$ cat src/rtl/snn_pkg.sv
// Shared constants and the input-sequencer state encoding for the SNN input path.
package snn_pkg;
  localparam int NUM_PIX    = 784;
  localparam int IMG_BYTES  = 98;
  localparam int PIX_ADDR_W = 10;

  typedef enum logic [2:0] {
    IDLE,
    ISSUE,
    WAIT,
    EMIT,
    FINISH
  } seq_state_t;
endpackage

$ cat src/rtl/snn_input_sequencer.sv
// Walks the loader's pixel read port once per stored image and streams each pixel
// downstream, counting set pixels and re-arming the loader when the scan completes.
module snn_input_sequencer
  import snn_pkg::*;
#(
  parameter int NUM_PIX = snn_pkg::NUM_PIX,
  parameter int ADDR_W  = snn_pkg::PIX_ADDR_W,
  parameter int RD_LAT  = 1,
  parameter int CNT_W   = 10
) (
  input  logic              clk,
  input  logic              rst,
  input  logic              img_ready,
  input  logic              q,
  output logic [ADDR_W-1:0] addr,
  output logic              out_valid,
  input  logic              out_ready,
  output logic              out_bit,
  output logic [ADDR_W-1:0] out_idx,
  output logic              out_last,
  output logic              busy,
  output logic              done,
  output logic [CNT_W-1:0]  spike_cnt,
  output logic              rearm,
  output logic              abort,
  output seq_state_t        dbg_state
);

  // out_valid/out_ready: a beat transfers on a clock edge where both are high; while
  // out_valid is high the beat fields are held stable, and out_ready is ignored otherwise.

  localparam int                WAIT_W    = 2;
  localparam logic [ADDR_W-1:0] LAST_ADDR = ADDR_W'(NUM_PIX - 1);
  localparam logic [CNT_W-1:0]  SPIKE_MAX = {CNT_W{1'b1}};

  seq_state_t        state_q, state_d;
  logic [ADDR_W-1:0] addr_q, addr_d;
  logic [WAIT_W-1:0] wait_q, wait_d;
  logic              out_valid_q, out_valid_d;
  logic              out_bit_q, out_bit_d;
  logic [ADDR_W-1:0] out_idx_q, out_idx_d;
  logic              out_last_q, out_last_d;
  logic              busy_q, busy_d;
  logic              done_q, done_d;
  logic              abort_q, abort_d;
  logic [CNT_W-1:0]  spike_q, spike_d;
  logic              img_ready_q;
  logic              armed_q, armed_d;
  logic              scanning;

  assign scanning = (state_q == ISSUE) || (state_q == WAIT) || (state_q == EMIT);

  always_ff @(posedge clk) begin
    if (rst) begin
      state_q     <= IDLE;
      addr_q      <= '0;
      wait_q      <= '0;
      out_valid_q <= 1'b0;
      out_bit_q   <= 1'b0;
      out_idx_q   <= '0;
      out_last_q  <= 1'b0;
      busy_q      <= 1'b0;
      done_q      <= 1'b0;
      abort_q     <= 1'b0;
      spike_q     <= '0;
      img_ready_q <= 1'b0;
      armed_q     <= 1'b0;
    end else begin
      state_q     <= state_d;
      addr_q      <= addr_d;
      wait_q      <= wait_d;
      out_valid_q <= out_valid_d;
      out_bit_q   <= out_bit_d;
      out_idx_q   <= out_idx_d;
      out_last_q  <= out_last_d;
      busy_q      <= busy_d;
      done_q      <= done_d;
      abort_q     <= abort_d;
      spike_q     <= spike_d;
      img_ready_q <= img_ready;
      armed_q     <= armed_d;
    end
  end

  always_comb begin
    state_d     = state_q;
    addr_d      = addr_q;
    wait_d      = wait_q;
    out_valid_d = out_valid_q;
    out_bit_d   = out_bit_q;
    out_idx_d   = out_idx_q;
    out_last_d  = out_last_q;
    busy_d      = busy_q;
    done_d      = 1'b0;
    abort_d     = 1'b0;
    spike_d     = spike_q;
    // A new scan needs img_ready to have been low since the last start.
    armed_d     = armed_q | ~img_ready;

    unique case (state_q)
      IDLE: begin
        if (img_ready_q && armed_q) begin
          spike_d = '0;
          addr_d  = '0;
          busy_d  = 1'b1;
          armed_d = 1'b0;
          state_d = ISSUE;
        end
      end
      ISSUE: begin
        wait_d  = WAIT_W'(RD_LAT - 1);
        state_d = WAIT;
      end
      WAIT: begin
        if (wait_q == '0) begin
          out_bit_d   = q;
          out_idx_d   = addr_q;
          out_last_d  = (addr_q == LAST_ADDR);
          out_valid_d = 1'b1;
          if (q && (spike_q != SPIKE_MAX)) spike_d = spike_q + CNT_W'(1);
          state_d = EMIT;
        end else begin
          wait_d = wait_q - WAIT_W'(1);
        end
      end
      EMIT: begin
        if (out_ready) begin
          out_valid_d = 1'b0;
          if (out_last_q) begin
            busy_d  = 1'b0;
            done_d  = 1'b1;
            state_d = FINISH;
          end else begin
            addr_d  = addr_q + ADDR_W'(1);
            state_d = ISSUE;
          end
        end
      end
      FINISH: begin
        addr_d  = '0;
        state_d = IDLE;
      end
      default: state_d = IDLE;
    endcase

    // Losing img_ready mid-scan wins over any acceptance in the same cycle.
    if (scanning && !img_ready) begin
      state_d     = IDLE;
      out_valid_d = 1'b0;
      busy_d      = 1'b0;
      addr_d      = '0;
      spike_d     = spike_q;
      done_d      = 1'b0;
      abort_d     = 1'b1;
    end
  end

  assign addr      = addr_q;
  assign out_valid = out_valid_q;
  assign out_bit   = out_bit_q;
  assign out_idx   = out_idx_q;
  assign out_last  = out_last_q;
  assign busy      = busy_q;
  assign done      = done_q;
  assign rearm     = done_q;
  assign abort     = abort_q;
  assign spike_cnt = spike_q;
  assign dbg_state = state_q;

endmodule

$ cat config.mk
export PLATFORM = sky130hd
export DESIGN_NAME = snn_input_sequencer
export DESIGN_NICKNAME = d
export VERILOG_FILES = /design/src/rtl/snn_pkg.sv /design/src/rtl/snn_input_sequencer.sv
export SDC_FILE = /design/constraint.sdc
export NUM_CORES = 1
export LEC_CHECK = 0
export BUFFER_PORTS_ARGS = -buffer_cell sky130_fd_sc_hd__buf_4
export CAP_MARGIN = 15
export CORE_ASPECT_RATIO = 1.25
export CORE_MARGIN = 4
export CORE_UTILIZATION = 54
export CTS_CLUSTER_DIAMETER = 30
export DETAILED_ROUTE_END_ITERATION = 8
export PLACE_DENSITY = 0.79
export SYNTH_ARGS = -nofsm -noshare
export SYNTH_HDL_FRONTEND = slang
export SYNTH_SLANG_ARGS = --single-unit
$ cat constraint.sdc
create_clock -name clk -period 2.05 [get_ports clk]
set_clock_uncertainty 0.15 [all_clocks]
set_input_delay 0.41 -clock clk [delete_from_list [all_inputs] [get_ports clk]]
set_output_delay 0.41 -clock clk [all_outputs]
set_load 0.01 [all_outputs]
Word level (Yosys, flattened, before mapping)
Index checks and enable logic that the tools add are counted.
{"block": "classes", "add_sub_neg": 3, "eq_ne": 13, "n_mux": 25, "n_bitwise": 5, "reduce_logical": 22}
{"operator": "10-bit two-way mux", "n": 5}
{"operator": "10-bit case mux with 3 select lines", "n": 1}
{"operator": "10-bit by 1-bit adder with 10-bit output, second input constant", "n": 2}
{"operator": "10-bit case mux with 2 select lines", "n": 1}
{"operator": "3-bit two-way mux", "n": 4}
{"operator": "3-bit case mux with 4 select lines", "n": 1}
{"operator": "10-bit equality test, second input constant", "n": 1}
{"operator": "10-bit != test, second input constant", "n": 1}
{"operator": "2-bit != test, second input constant", "n": 5}
{"operator": "1-bit two-way mux", "n": 9}
{"operator": "4-bit AND reduction", "n": 2}
{"operator": "2-bit nonzero test", "n": 4}
{"operator": "3-bit by 2-bit equality test with 1-bit output, second input constant", "n": 2}
{"operator": "3-bit AND reduction", "n": 2}
{"operator": "5-bit AND reduction", "n": 1}
{"operator": "2-bit by 1-bit != test with 1-bit output, second input constant", "n": 2}
{"operator": "1-bit NOT", "n": 4}
{"operator": "1-bit case mux with 2 select lines", "n": 2}
{"operator": "2-bit case mux with 2 select lines", "n": 1}
{"operator": "2-bit AND reduction", "n": 2}
{"operator": "4-bit OR reduction", "n": 1}
{"operator": "3-bit by 1-bit equality test with 1-bit output, second input constant", "n": 1}
{"operator": "3-bit equality test, second input constant", "n": 1}
{"operator": "1-bit logical AND", "n": 3}
{"operator": "9 further kinds", "n": 10}
{"block": "totals", "register_bits": 43, "in_bits": 5, "output_inout_bits": 40, "elab_cells": 81}

Logic depth before layout (Yosys ltp)
Gate-level depths: netlist of run 1.
{"block": "depth", "ltp_word": 6, "depth_mapped": 7, "depth_no_buf": 6}

Worst setup path after synthesis of run 1
No wires, ideal clock.
{"block": "synth_timing", "path_type": "reg2reg", "from": "register spike_q[0], in the netlist spike_cnt[0]", "to": "register spike_q[8], in the netlist spike_cnt[8]", "setup_ns": 0.091, "arrival_time_ns": 1.584, "required_ns": 1.809, "path_slack_ns": 0.225, "path_stages_with_launch": 7, "n_path_buf": 1, "period_less_slack_ns": 1.825, "path_cell_list": "dfxtp_1 > ha_1 > nand3_1 > o31ai_2 > buf_4 > a21oi_2 > a311oi_1"}
{"block": "synth_via", "elab_chain_len": 4, "elab_cells_between_ends": 8, "classes_between": "add/sub: 1; eq/ne: 2; mux: 3; reduce/logical: 2"}
{"element": "start, declared", "line": "snn_input_sequencer.sv:46", "text": "logic [CNT_W-1:0] spike_q, spike_d;"}
{"element": "start signal, assigned", "line": "snn_input_sequencer.sv:79", "text": "spike_q <= spike_d;"}
{"element": "10-bit by 1-bit adder with 10-bit output or 10-bit != test (tied branches)", "line": "snn_input_sequencer.sv:120", "text": "if (q && (spike_q != SPIKE_MAX)) spike_d = spike_q + CNT_W'(1);"}
{"element": "10-bit two-way mux or 1-bit logical AND (tied branches)", "line": "snn_input_sequencer.sv:120"}
{"element": "10-bit two-way mux or 2-bit by 1-bit != test with 1-bit output (tied branches)"}
{"element": "10-bit case mux with 2 select lines or 5-bit AND reduction (tied branches)"}
Parallel ways exist; a longest one is shown, timed or not. The select of a mux whose other input is x is not followed.
A chain may end at the register's enable or synchronous reset.

Worst setup path after layout of run 1
{"block": "layout_timing", "from": "register state_q[1], in the netlist dbg_state[1]", "to": "register addr_q[6], in the netlist addr[6]"}
{"block": "layout_via", "elab_chain_len": 5, "elab_cells_between_ends": 15, "classes_between": "eq/ne: 7; mux: 1; reduce/logical: 7"}
{"element": "start, declared", "line": "snn_input_sequencer.sv:36", "text": "seq_state_t state_q, state_d;"}
{"element": "start signal, assigned", "line": "snn_input_sequencer.sv:69", "text": "state_q <= state_d;"}
{"element": "3-bit by 1-bit equality test with 1-bit output or 3-bit by 2-bit equality test with 1-bit output (tied branches)", "line": "snn_input_sequencer.sv:51", "text": "assign scanning = (state_q == ISSUE) || (state_q == WAIT) || (state_q == EMIT);"}
{"element": "1-bit logical OR (2 in series)", "line": "snn_input_sequencer.sv:51"}
{"element": "1-bit logical AND", "line": "snn_input_sequencer.sv:147", "text": "if (scanning && !img_ready) begin"}
{"element": "2-bit OR reduction (no source line)"}
{"element": "end signal, assigned", "line": "snn_input_sequencer.sv:70", "text": "addr_q <= addr_d;"}
{"element": "end, declared", "line": "snn_input_sequencer.sv:37", "text": "logic [ADDR_W-1:0] addr_q, addr_d;"}
Parallel ways exist; a longest one is shown, timed or not.

==> results.rst, run 1 <==
.. list-table::
   :header-rows: 1

   * - Metric
     - Value
   * - Clock Latency Late Sink
     - 0.30 ns
   * - Placer Congestion
     - 0.883
   * - Net count of the finished layout
     - 310
   * - Count of cells along the worst hold path
     - 2
   * - Max-capacitance violation count
     - 0
   * - Met1 track demand over resource
     - 25.8%
   * - Antenna Diode Count
     - 0
   * - Core footprint
     - 3750 um^2
   * - Final worst path period need
     - 1.90 ns
   * - Root Buffer
     - sky130_fd_sc_hd__clkbuf_8
   * - Most common library cell in the layout ignoring fill and taps
     - sky130_fd_sc_hd__buf_4
   * - Setup-violating endpoint count in the final report
     - 0
   * - Internal power
     - 1.14 mW
   * - Yosys synthesis warning count
     - 0
   * - Count of input and output buffers
     - 44
   * - First-pass GRT wire length
     - 8710 um
   * - Highest Clock Rate
     - 526 MHz
   * - H-tree level count
     - 2
   * - Count of unresolved DRC violations after routing
     - 0
   * - Iteration-0 DRC count of the detailed router
     - 121
   * - Net switching power
     - 0.387 mW
   * - Setup repair after global routing missed its margin
     - false
   * - Combinational fraction of design power
     - 9.1%
   * - Y dimension of the die
     - 77.7 um
   * - Mean post-synth cell area
     - 8.32 um^2
   * - CTS tree
     - yes
   * - Worst-case headroom to the max-slew limit
     - 67.6%
   * - Switching share of total power
     - 25.4%
   * - Routed wire length per instance
     - 15.4 um
   * - Sort of element at the start of the critical path
     - flop
   * - Relative contribution of the clock network to total power
     - 34.8%
   * - Vias in the first global route
     - 1914
   * - Hold Crit Class
     - in -> reg
   * - Commonest cells after routing, fill and taps aside
     - 57 x sky130_fd_sc_hd__buf_4, 43 x sky130_fd_sc_hd__dfxtp_1, 38 x sky130_fd_sc_hd__nand2_1, 26 x sky130_fd_sc_hd__a21oi_1
   * - Post-detailed-routing wire length
     - 5280 um
   * - Power Density
     - 590 nW/um^2
   * - Global-route layer with the greatest usage
     - met2
   * - Gr usage total
     - 22.0%
   * - Maximum buffer depth of the clock tree
     - 2
   * - Die width
     - 63.7 um
   * - Remaining antenna violation count
     - 0
   * - WP data required
     - 2.13 ns
   * - Hold-fix buffer count after cts
     - 0
   * - Post-CTS setup buffer count
     - 0
   * - Synthesized instance count
     - 252
   * - Clock buffers created by TritonCTS
     - 5
   * - Max rail drop VDD
     - 0.000523 V
   * - Worst setup path class
     - reg -> reg
   * - Hold Fails Final Rpt
     - 0
   * - Slew of the pin with the lowest slew margin
     - 0.486 ns
   * - HPWL reported at the end of detailed placement
     - 3800 um
   * - Crit end category
     - flop
   * - CTS sink cnt
     - 43
   * - Number of enable flip-flop cells after synthesis
     - 0
   * - Netlist Area Pre-Place
     - 2100 um^2
   * - Number of placement rows
     - 25
   * - Count of state elements after synthesis
     - 43
   * - Clk pin slew, worst setup/hold paths
     - 0.08 ns
   * - Async set-reset flop share out of synthesis
     - 0%
   * - Post-Synthesis Net Count
     - 260
   * - Result of the run
     - finished clean
   * - Overall die area
     - 4950 um^2
   * - Starting density of the core
     - 55.8%
   * - Post-route clock period utilization
     - 92.7%
   * - I/O pin total
     - 45
   * - Arrival time worst endpoint
     - 1.98 ns
   * - Count of pins over their slew limit
     - 0
   * - Remaining global-route overflow
     - 0
   * - Sequential group share of total power
     - 56.1%
   * - Vias per std cell
     - 5.97
   * - Final design utilization
     - 68.8%
   * - Share of final-layout standard cells stronger than drive strength 1
     - 24.1%
   * - Ys flop type
     - sky130_fd_sc_hd__dfxtp_1
   * - Vias after detailed routing
     - 2048
   * - Critical path fanouts, max
     - 12
   * - Cells on worst reg2reg path
     - 4
   * - Number of iterations in the first detailed-routing pass
     - 4
   * - Met2 capacity usage during global routing
     - 37.4%
   * - Setup tns final
     - 0 ns
   * - Number of antenna violations at the first check in global routing
     - 0
   * - Leakage
     - 1.00 nW
   * - Maximum number of pins on one net before global-route repair
     - 17
   * - Synth unique cells
     - 52
   * - Met3 Usage GRT
     - 4.63%
   * - Layout area overhead
     - 23.2%
   * - Share of synthesized area occupied by flip-flops and latches
     - 41.1%
[cells in the mapped netlist (all sizes together), types with 2 or more instances]
| master | number | area (um^2) |
|---|---|---|
| or4 | 5 | 37.5 |
| and4 | 5 | 43.8 |
| buf | 8 | 55.1 |
| mux2i | 3 | 30.0 |
| nor3 | 5 | 25.0 |
| clkbuf | 6 | 23.8 |
| nor2 | 13 | 51.3 |
| a31oi | 2 | 12.5 |
| o211ai | 4 | 30.0 |
| ha | 3 | 37.5 |
| a21oi | 27 | 139 |
| nand3b | 4 | 30.0 |
| o22ai | 4 | 25.0 |
| nand2 | 38 | 143 |
| and3 | 4 | 25.0 |
| o32ai | 2 | 17.5 |
| nand4 | 3 | 25.0 |
| nor2b | 3 | 18.8 |
| a21o | 2 | 15.0 |
| o31ai | 3 | 27.5 |
| o21ai | 8 | 40.0 |
| a211oi | 3 | 22.5 |
| or3 | 4 | 25.0 |
| a311oi | 2 | 17.5 |
| dfxtp | 43 | 861 |
| inv | 7 | 26.3 |
| nor4 | 4 | 31.3 |
| a41oi | 2 | 17.5 |
| nand3 | 12 | 60.1 |
| nand2b | 10 | 62.6 |
[kinds of logic after synthesis]
logic type / synth area share (%)
AOI/OAI and AO/OA: 20.0
xor gates and xnor gates: 0.418
adders and majority gates: 1.79
buffers and inverters: 5.01
DFF: 41.1
muxes: 1.97
and+or+nand+nor: 29.7
[final timing paths]
| path | from | to | slack (ns) |
|---|---|---|---|
| max | dbg_state[1] | addr[6] | 0.15 |
| min | img_ready | abort | 0.19 |
| max reg2reg | dbg_state[1] | addr[6] | 0.15 |
| min reg2reg | out_idx[8] | out_idx[8] | 0.31 |
[registers in the layout, summed over array words and instances (netlist names)]
signal,flops
abort,1
addr,10
armed_q,1
busy,1
dbg_state,3
done,1
img_ready_q,1
out_bit,1
out_idx,10
out_last,1
out_valid,1
spike_cnt,10
wait_q,2
[through the flow]
step | cell area (um^2) | instances | total power [mW] | setup slack [ns] | hold slack (ns)
finish | 2580 | 343 | 1.52 | 0.150 | 0.186
floorplan | 2100 | 252 | 0.965 | 0.225 | 0.300
CTS | 2580 | 343 | 1.53 | 0.152 | 0.185
global route | 2580 | 343 | 1.58 | 0.0274 | 0.203
detailed placement | 2490 | 335 | 1.01 | 0.156 | 0.301
global placement | 2490 | 335 | 1.01 | 0.170 | 0.297
[area by class of cell]
| cell class | instances | area [um^2] |
|---|---|---|
| timing repair buffer | 57 | 428 |
| fill | 342 | 1170 |
| sequential | 43 | 861 |
| tap | 40 | 50.0 |
| clock inverter | 2 | 12.5 |
| inverter | 7 | 26.3 |
| multi-input combinational | 188 | 1130 |
| clock buffer | 6 | 72.6 |
[power groups by stage]
| stage | Sequential, mW | Combinational, mW | Clock (mW) |
|---|---|---|---|
| after floorplan | 0.875 | 0.0893 | 0 |
| after global placement | 0.875 | 0.136 | 0 |
| after detailed placement | 0.875 | 0.137 | 0 |
| after CTS | 0.855 | 0.138 | 0.538 |
| after global routing | 0.858 | 0.153 | 0.574 |
| final | 0.856 | 0.138 | 0.531 |
[routing by layer]
layer,wire [um],part of all wire [%]
met1,2280,43
met2,2640,50
met3,224,4.2
met4,138,2.6
met5,0,0
[worst max-delay path: stages, from the launching register on]
cell and delay [ns]:
sky130_fd_sc_hd__dfxtp_1 0.48, sky130_fd_sc_hd__nand4b_1 0.19, sky130_fd_sc_hd__o22a_1 0.35, sky130_fd_sc_hd__or4_1 0.53, sky130_fd_sc_hd__a21oi_1 0.14
[repair_timing]
item                                    4_1_cts  5_1_grt
gates resized for setup                       0        1
endpoints found under the setup margin        0        1
hold endpoints to repair                      0        0
Note: power is estimated with default switching activity, not from simulation.
==> run 2: changes to the inputs <==
CORE_MARGIN = 2   (was 4)
MAX_ROUTING_LAYER = met4   (was unset)
==> run 2 against run 1 <==
Critical path type unchanged. Worst setup slack lost 0.013 ns. Register-to-register slack barely moved. Highest routed layer unchanged. Core utilization about the same. Cell count shrank 0.58%. Sequential share of layout area hardly changed. Total power is 3.9% higher. Sequential power about the same. Global-route usage rose by 4.0 points. Sequential cell count unchanged. Cell area is essentially flat. Routed wire length down 1.5%.
==> results.rst, run 2 (same netlist as run 1, synthesis figures left out) <==
.. list-table::
   :header-rows: 1

   * - Metric
     - Value
   * - Sort of element at the start of the critical path
     - flop
   * - Y dimension of the die
     - 73.7 um (-5.2%)
   * - First-pass GRT wire length
     - 8550 um (-1.9%)
   * - Vias in the first global route
     - 1931 (+0.89%)
   * - CTS sink cnt
     - 43 (unchanged)
   * - CP cell instances
     - nand4b_1 -> o22a_1 -> or4_1 -> a21oi_1
   * - Root Buffer
     - sky130_fd_sc_hd__clkbuf_8
   * - Routed met2 length
     - 2740 um (+3.6%)
   * - I/O pin total
     - 45 (unchanged)
   * - Number of placement rows
     - 25 (unchanged)
   * - R2r setup slk
     - 0.14 ns (about the same)
   * - Critical path's top delay family
     - simple AND/OR/NAND/NOR gates
   * - Launch point of the worst hold path
     - img_ready
   * - Vias after detailed routing
     - 2066 (+0.88%)
   * - Vias per std cell
     - 6.06 (+1.5%)
   * - Post-route clock period utilization
     - 93.3% (+0.62 points)
   * - Total design power
     - 1.58 mW (+3.9%)
   * - Buffering stage count on the worst path with inverters included
     - 0 (unchanged)
   * - Post-detailed-routing wire length
     - 5200 um (-1.5%)
   * - Gr usage total
     - 26.0% (+4.0 points)
   * - CTS tree
     - yes
   * - Maximum buffer depth of the clock tree
     - 2 (unchanged)
   * - Count of input and output buffers
     - 44 (unchanged)
   * - Top Metal Used
     - met4
   * - Die width
     - 59.7 um (-6.3%)
   * - Count of cells along the worst hold path
     - 2 (unchanged)
   * - Cells on worst reg2reg path
     - 4 (unchanged)
   * - Result of the run
     - finished clean
   * - Starting density of the core
     - 55.8% (unchanged)
   * - Capture endpoint of the worst hold path
     - abort
   * - Leakage
     - 1.01 nW (about the same)
   * - Setup-violating endpoint count in the final report
     - 0 (unchanged)
   * - Clock buffers created by TritonCTS
     - 5 (unchanged)
   * - WP data required
     - 2.13 ns (about the same)
   * - Launching point of the worst reg2reg path
     - dbg_state[2]
   * - Worst setup path class
     - reg -> reg
   * - Post-layout worst setup margin
     - 0.137 ns (-0.0127 ns)
   * - Final design utilization
     - 68.8% (about the same)
   * - Max-capacitance violation count
     - 0 (unchanged)
   * - Commonest cells after routing, fill and taps aside
     - 55 x sky130_fd_sc_hd__buf_4, 43 x sky130_fd_sc_hd__dfxtp_1, 38 x sky130_fd_sc_hd__nand2_1, 26 x sky130_fd_sc_hd__a21oi_1
   * - Highest Clock Rate
     - 523 MHz (-0.66%)
   * - Iteration-0 DRC count of the detailed router
     - 121 (unchanged)
   * - End of the worst register-to-register path
     - addr[6]
   * - Placer Congestion
     - 0.888 (+0.57%)
   * - Max rail drop VDD
     - 0.000516 V (-1.3%)
   * - Overall die area
     - 4400 um^2 (-11%)
   * - Net count of the finished layout
     - 308 (-0.65%)
   * - Met3 routed WL
     - 230 um (+2.7%)
   * - Clock Latency Late Sink
     - 0.30 ns (about the same)
   * - Hold Crit Class
     - in -> reg
   * - Number of antenna violations at the first check in global routing
     - 0 (unchanged)
   * - Core footprint
     - 3750 um^2 (unchanged)
   * - Setup tns final
     - 0 ns (unchanged)
   * - Share of final-layout standard cells stronger than drive strength 1
     - 23.6% (-0.50 points)
   * - Setup repair after global routing missed its margin
     - false
   * - Remaining antenna violation count
     - 0 (unchanged)
   * - Count of unresolved DRC violations after routing
     - 0 (unchanged)
   * - Number of iterations in the first detailed-routing pass
     - 4 (unchanged)
   * - Slew of the pin with the lowest slew margin
     - 0.499 ns (+0.0129 ns)
   * - Maximum number of pins on one net before global-route repair
     - 20 (+3)
   * - Post-cts gate resize count
     - 0 (unchanged)
   * - Hold Fails Final Rpt
     - 0 (unchanged)
   * - Worst slack at placement
     - 0.157 ns (+0.00102 ns)
   * - Critical path fanouts, max
     - 12 (unchanged)
   * - Clk pin slew, worst setup/hold paths
     - 0.08 ns (about the same)
   * - Most common library cell in the layout ignoring fill and taps
     - sky130_fd_sc_hd__buf_4
   * - Power Density
     - 613 nW/um^2 (+3.9%)
   * - Post-CTS setup buffer count
     - 0 (unchanged)
   * - Count of pins over their slew limit
     - 0 (unchanged)
   * - Routed wire length per instance
     - 15.2 um (-0.96%)
   * - Delay of the slowest cell on the worst path
     - 0.55 ns (+0.02 ns)
   * - HPWL reported at the end of detailed placement
     - 3750 um (-1.3%)
   * - Arrival time worst endpoint
     - 1.99 ns (about the same)
   * - H-tree level count
     - 2 (unchanged)
   * - Worst-case headroom to the max-slew limit
     - 66.7% (-0.86 points)
   * - Final worst path period need
     - 1.91 ns (+0.0127 ns)
   * - Antenna Diode Count
     - 0 (unchanged)
   * - Layout area overhead
     - 23.3% (about the same)
   * - DRT met1 WL
     - 2160 um (-5.2%)
   * - Cell type of the slowest stage on the worst timing path
     - sky130_fd_sc_hd__or4_1
   * - Hold-fix buffer count after cts
     - 0 (unchanged)
   * - Crit end category
     - flop
   * - Remaining global-route overflow
     - 0 (unchanged)
run 2: cell count changes in the layout (fill, tap and decap cells not counted):
cell and change:
sky130_fd_sc_hd__ha_2 -1, sky130_fd_sc_hd__clkinv_2 -1, sky130_fd_sc_hd__ha_1 +1, sky130_fd_sc_hd__clkbuf_1 -1, sky130_fd_sc_hd__clkbuf_8 +2, sky130_fd_sc_hd__buf_4 -2
run 2: how the worst max path moves through the flow:
| stage | startpoint | endpoint | slack, ns | depth (start not counted) |
|---|---|---|---|---|
| 6_report | dbg_state[2] | addr[6] | 0.14 | 4 |
| 5_1_grt | dbg_state[2] | addr[6] | 0.01 | 4 |
| 4_1_cts | wait_q[0] | spike_cnt[3] | 0.16 | 6 |
| 3_5_place_dp | out_ready | addr[6] | 0.16 | 5 |
| 3_3_place_gp | out_ready | addr[6] | 0.18 | 5 |
| 2_1_floorplan | spike_cnt[0] | spike_cnt[8] | 0.22 | 6 |
run 2: area by class of cell:
type / count / area (um^2)
Inverter: 7 / 26.3
Multi-Input combinational cell: 188 / 1130
Clock buffer: 7 / 96.3
Tap cell: 40 / 50.0
Clock inverter: 1 / 7.51
Timing Repair Buffer: 55 / 413
Sequential cell: 43 / 861
Fill cell: 338 / 1170
run 2: metal layers:
| metal | global-route usage, % | vias to the layer above |
|---|---|---|
| li1 | - | 1019 |
| met1 | 29.5 | 988 |
| met2 | 44.2 | 53 |
| met3 | 4.40 | 6 |
| met4 | 11.1 | 0 |
| met5 | - | - |
run 2: power breakdown:
| group | internal [mW] | leakage [nW] | total [mW] | switching (mW) |
|---|---|---|---|---|
| Sequential | 0.844 | 0.347 | 0.855 | 0.0106 |
| Combinational | 0.0534 | 0.608 | 0.139 | 0.0851 |
| Clock | 0.306 | 0.0505 | 0.591 | 0.284 |
| Total | 1.20 | 1.01 | 1.58 | 0.380 |
run 2: metrics by stage:
stage,cells,cell area [um^2],hold WS (ns)
detailed placement,333,2480,0.301
global route,341,2580,0.188
global placement,333,2480,0.296
CTS,341,2580,0.180
finish,341,2580,0.187
floorplan,252,2100,0.300
==> run 3: changes to the inputs <==
clock period = 1.8 ns   (was 2.05 ns; I/O delays follow)
==> run 3 against run 2 <==
Critical path depth rose by 1. Total power rose by 16%. Non-clock buffer count rose by 20. Count of clock-buffer cells in the layout did not move. Clock power rose by 16%. Maximum frequency rose by 11%. First-iteration DRC count rose by 39%. Register-to-register slack got worse by 0.07 ns. Sequential power rose by 14%. Global-route usage rose by 1.0 points. Sequential share of layout area fell by 2.2 points. Via count rose by 2.5%.
==> results.rst, run 3 (same netlist as run 1, synthesis figures left out) <==
.. list-table::
   :header-rows: 1

   * - Metric
     - Value
   * - Capture endpoint of the worst hold path
     - img_ready_q
   * - Vias per std cell
     - 5.87 (-3.2%)
   * - WP data required
     - 1.88 ns (-0.25 ns)
   * - Post-detailed-routing wire length
     - 5470 um (+5.2%)
   * - Max-capacitance violation count
     - 0 (unchanged)
   * - Most common library cell in the layout ignoring fill and taps
     - sky130_fd_sc_hd__buf_4
   * - Placer Congestion
     - 0.912 (+2.8%)
   * - Commonest cells after routing, fill and taps aside
     - 75 x sky130_fd_sc_hd__buf_4, 40 x sky130_fd_sc_hd__dfxtp_1, 37 x sky130_fd_sc_hd__nand2_1, 25 x sky130_fd_sc_hd__a21oi_1
   * - Maximum number of pins on one net before global-route repair
     - 30 (+50%)
   * - Count of unresolved DRC violations after routing
     - 0 (unchanged)
   * - Launch point of the worst path
     - dbg_state[0]
   * - Result of the run
     - finished clean
   * - Antenna Diode Count
     - 0 (unchanged)
   * - Overall die area
     - 4400 um^2 (unchanged)
   * - Final worst path period need
     - 1.73 ns (-0.183 ns)
   * - Crit end category
     - flop
   * - Vias after detailed routing
     - 2118 (+2.5%)
   * - Count of cells along the worst hold path
     - 2 (unchanged)
   * - Setup-violating endpoint count in the final report
     - 0 (unchanged)
   * - Gr usage total
     - 27.0% (+1.0 points)
   * - H-tree level count
     - 2 (unchanged)
   * - Setup tns final
     - 0 ns (unchanged)
   * - Max rail drop VDD
     - 0.000556 V (+7.6%)
   * - Routed wire length per instance
     - 15.1 um (-0.65%)
   * - Sort of element at the start of the critical path
     - flop
   * - Delay of the slowest cell on the worst path
     - 0.47 ns (-0.08 ns)
   * - Setup repair after global routing missed its margin
     - false
   * - Number of antenna violations at the first check in global routing
     - 0 (unchanged)
   * - Share of final-layout standard cells stronger than drive strength 1
     - 31.2% (+7.6 points)
   * - CTS tree
     - yes
   * - R2r setup slk
     - 0.07 ns (-0.07 ns)
   * - I/O pin total
     - 45 (unchanged)
   * - Hold Crit Class
     - in -> reg
   * - Post-placement cell area
     - 2630 um^2 (+6.1%)
   * - Critical path's top delay family
     - simple AND/OR/NAND/NOR gates
   * - Core footprint
     - 3750 um^2 (unchanged)
   * - Final worst hold slack
     - 0.122 ns (-0.0643 ns)
   * - Net count of the finished layout
     - 328 (+6.5%)
   * - Die width
     - 59.7 um (unchanged)
   * - HPWL reported at the end of detailed placement
     - 4020 um (+7.3%)
   * - Cell type of the slowest stage on the worst timing path
     - sky130_fd_sc_hd__or4_1
   * - Clock buffers created by TritonCTS
     - 5 (unchanged)
   * - Cells on worst reg2reg path
     - 5 (+1)
   * - Remaining antenna violation count
     - 0 (unchanged)
   * - Global-route layer with the greatest usage
     - met2
   * - Number of iterations in the first detailed-routing pass
     - 4 (unchanged)
   * - Count of pins over their slew limit
     - 0 (unchanged)
   * - Number of placement rows
     - 25 (unchanged)
   * - Launch point of the worst hold path
     - rst
   * - Slew of the pin with the lowest slew margin
     - 0.469 ns (-0.0296 ns)
   * - Count of input and output buffers
     - 44 (unchanged)
   * - Buffering stage count on the worst path with inverters included
     - 1 (+1)
   * - Worst-case headroom to the max-slew limit
     - 68.5% (+1.8 points)
   * - Hold Fails Final Rpt
     - 0 (unchanged)
   * - Post-CTS setup buffer count
     - 0 (unchanged)
   * - Critical path fanouts, max
     - 9 (-3)
   * - Leakage
     - 1.13 nW (+12%)
   * - Highest Clock Rate
     - 578 MHz (+11%)
   * - Iteration-0 DRC count of the detailed router
     - 168 (+39%)
   * - Root Buffer
     - sky130_fd_sc_hd__clkbuf_8
   * - CTS sink cnt
     - 43 (unchanged)
   * - Maximum buffer depth of the clock tree
     - 2 (unchanged)
   * - Met2 capacity usage during global routing
     - 44.8% (+0.60 points)
   * - Clk pin slew, worst setup/hold paths
     - 0.08 ns (about the same)
   * - Post-route clock period utilization
     - 96.1% (+2.8 points)
   * - First-pass GRT wire length
     - 8740 um (+2.3%)
   * - CP cell instances
     - buf_4 -> and4bb_2 -> nand2_2 -> or4_1 -> o211ai_1
   * - Final cell area excluding filler cells
     - 2780 um^2 (+7.5%)
   * - Post-layout worst setup margin
     - 0.0705 ns (-0.0669 ns)
   * - Vias in the first global route
     - 1918 (-0.67%)
   * - End of the worst register-to-register path
     - spike_cnt[3]
   * - Starting density of the core
     - 55.8% (unchanged)
   * - Arrival time worst endpoint
     - 1.80 ns (-0.19 ns)
   * - Worst setup path class
     - reg -> reg
   * - Y dimension of the die
     - 73.7 um (unchanged)
   * - Met3 Usage GRT
     - 4.75% (+0.35 points)
   * - Launching point of the worst reg2reg path
     - dbg_state[0]
   * - Worst slack at placement
     - 0.0129 ns (-0.144 ns)
   * - Number of filler cells placed in the layout
     - 302 (-11%)
   * - Power Density
     - 662 nW/um^2 (+8.0%)
   * - Hold-fix buffer count after cts
     - 0 (unchanged)
   * - Met1 track demand over resource
     - 31.6% (+2.0 points)
   * - Remaining global-route overflow
     - 0 (unchanged)
   * - Layout area overhead
     - 32.5%
   * - Clock Latency Late Sink
     - 0.30 ns (about the same)
## run 3: changes by cell type in the layout (fill, tap and decap cells not counted), moves of 2 or more
cell and change:
sky130_fd_sc_hd__dfxtp_2 +3, sky130_fd_sc_hd__inv_1 -2, sky130_fd_sc_hd__dfxtp_1 -3, sky130_fd_sc_hd__buf_4 +20
sky130_fd_sc_hd__inv_2 +2
## run 3: power by group
part / total, mW / switching, mW / internal (mW)
logic: 0.182 / 0.105 / 0.0774
registers: 0.971 / 0.00953 / 0.962
clock network: 0.686 / 0.337 / 0.349
total: 1.84 / 0.451 / 1.39
## run 3: worst max-delay path by stage
stage | depth (start not counted) | end
6_report | 5 | spike_cnt[3]
5_1_grt | 5 | spike_cnt[3]
4_1_cts | 6 | spike_cnt[3]
3_5_place_dp | 6 | spike_cnt[3]
3_3_place_gp | 6 | spike_cnt[3]
2_1_floorplan | 6 | spike_cnt[8]
## run 3: worst register-to-register path, stage by stage, from the launching register on
cell and delay, ns:
sky130_fd_sc_hd__dfxtp_2 0.35, sky130_fd_sc_hd__buf_4 0.16, sky130_fd_sc_hd__and4bb_2 0.35, sky130_fd_sc_hd__nand2_2 0.07
sky130_fd_sc_hd__or4_1 0.47, sky130_fd_sc_hd__o211ai_1 0.10
## run 3: per-stage QoR
step / instances / util [%] / power, mW
6_report: 361 / 74.0 / 1.84
5_1_grt: 361 / 74.0 / 1.91
4_1_cts: 361 / 73.2 / 1.84
3_5_place_dp: 353 / 70.1 / 1.17
3_3_place_gp: 353 / 70.1 / 1.17
2_1_floorplan: 252 / - / 1.10
## run 3: per-layer routing
| metal | share of wire, % | routed length (um) |
|---|---|---|
| met1 | 41 | 2260 |
| met2 | 51 | 2800 |
| met3 | 4.8 | 265 |
| met4 | 2.5 | 136 |
| met5 | 0 | 0 |
## run 3: cell type report
type	count	area, um^2	share of cell area (%)
Clock buffer	7	96.3	3.47
Clock inverter	1	7.51	0.270
Inverter	7	26.3	0.946
Multi-Input combinational cell	188	1170	42.1
Sequential cell	43	865	31.1
Tap cell	40	50.0	1.80
Timing Repair Buffer	75	563	20.3
## run 3: timing repair
action | 4_1_cts | 5_1_grt
pin swaps | 2 | 1
endpoints found under the setup margin | 1 | 9
resized for setup | 2 | 10
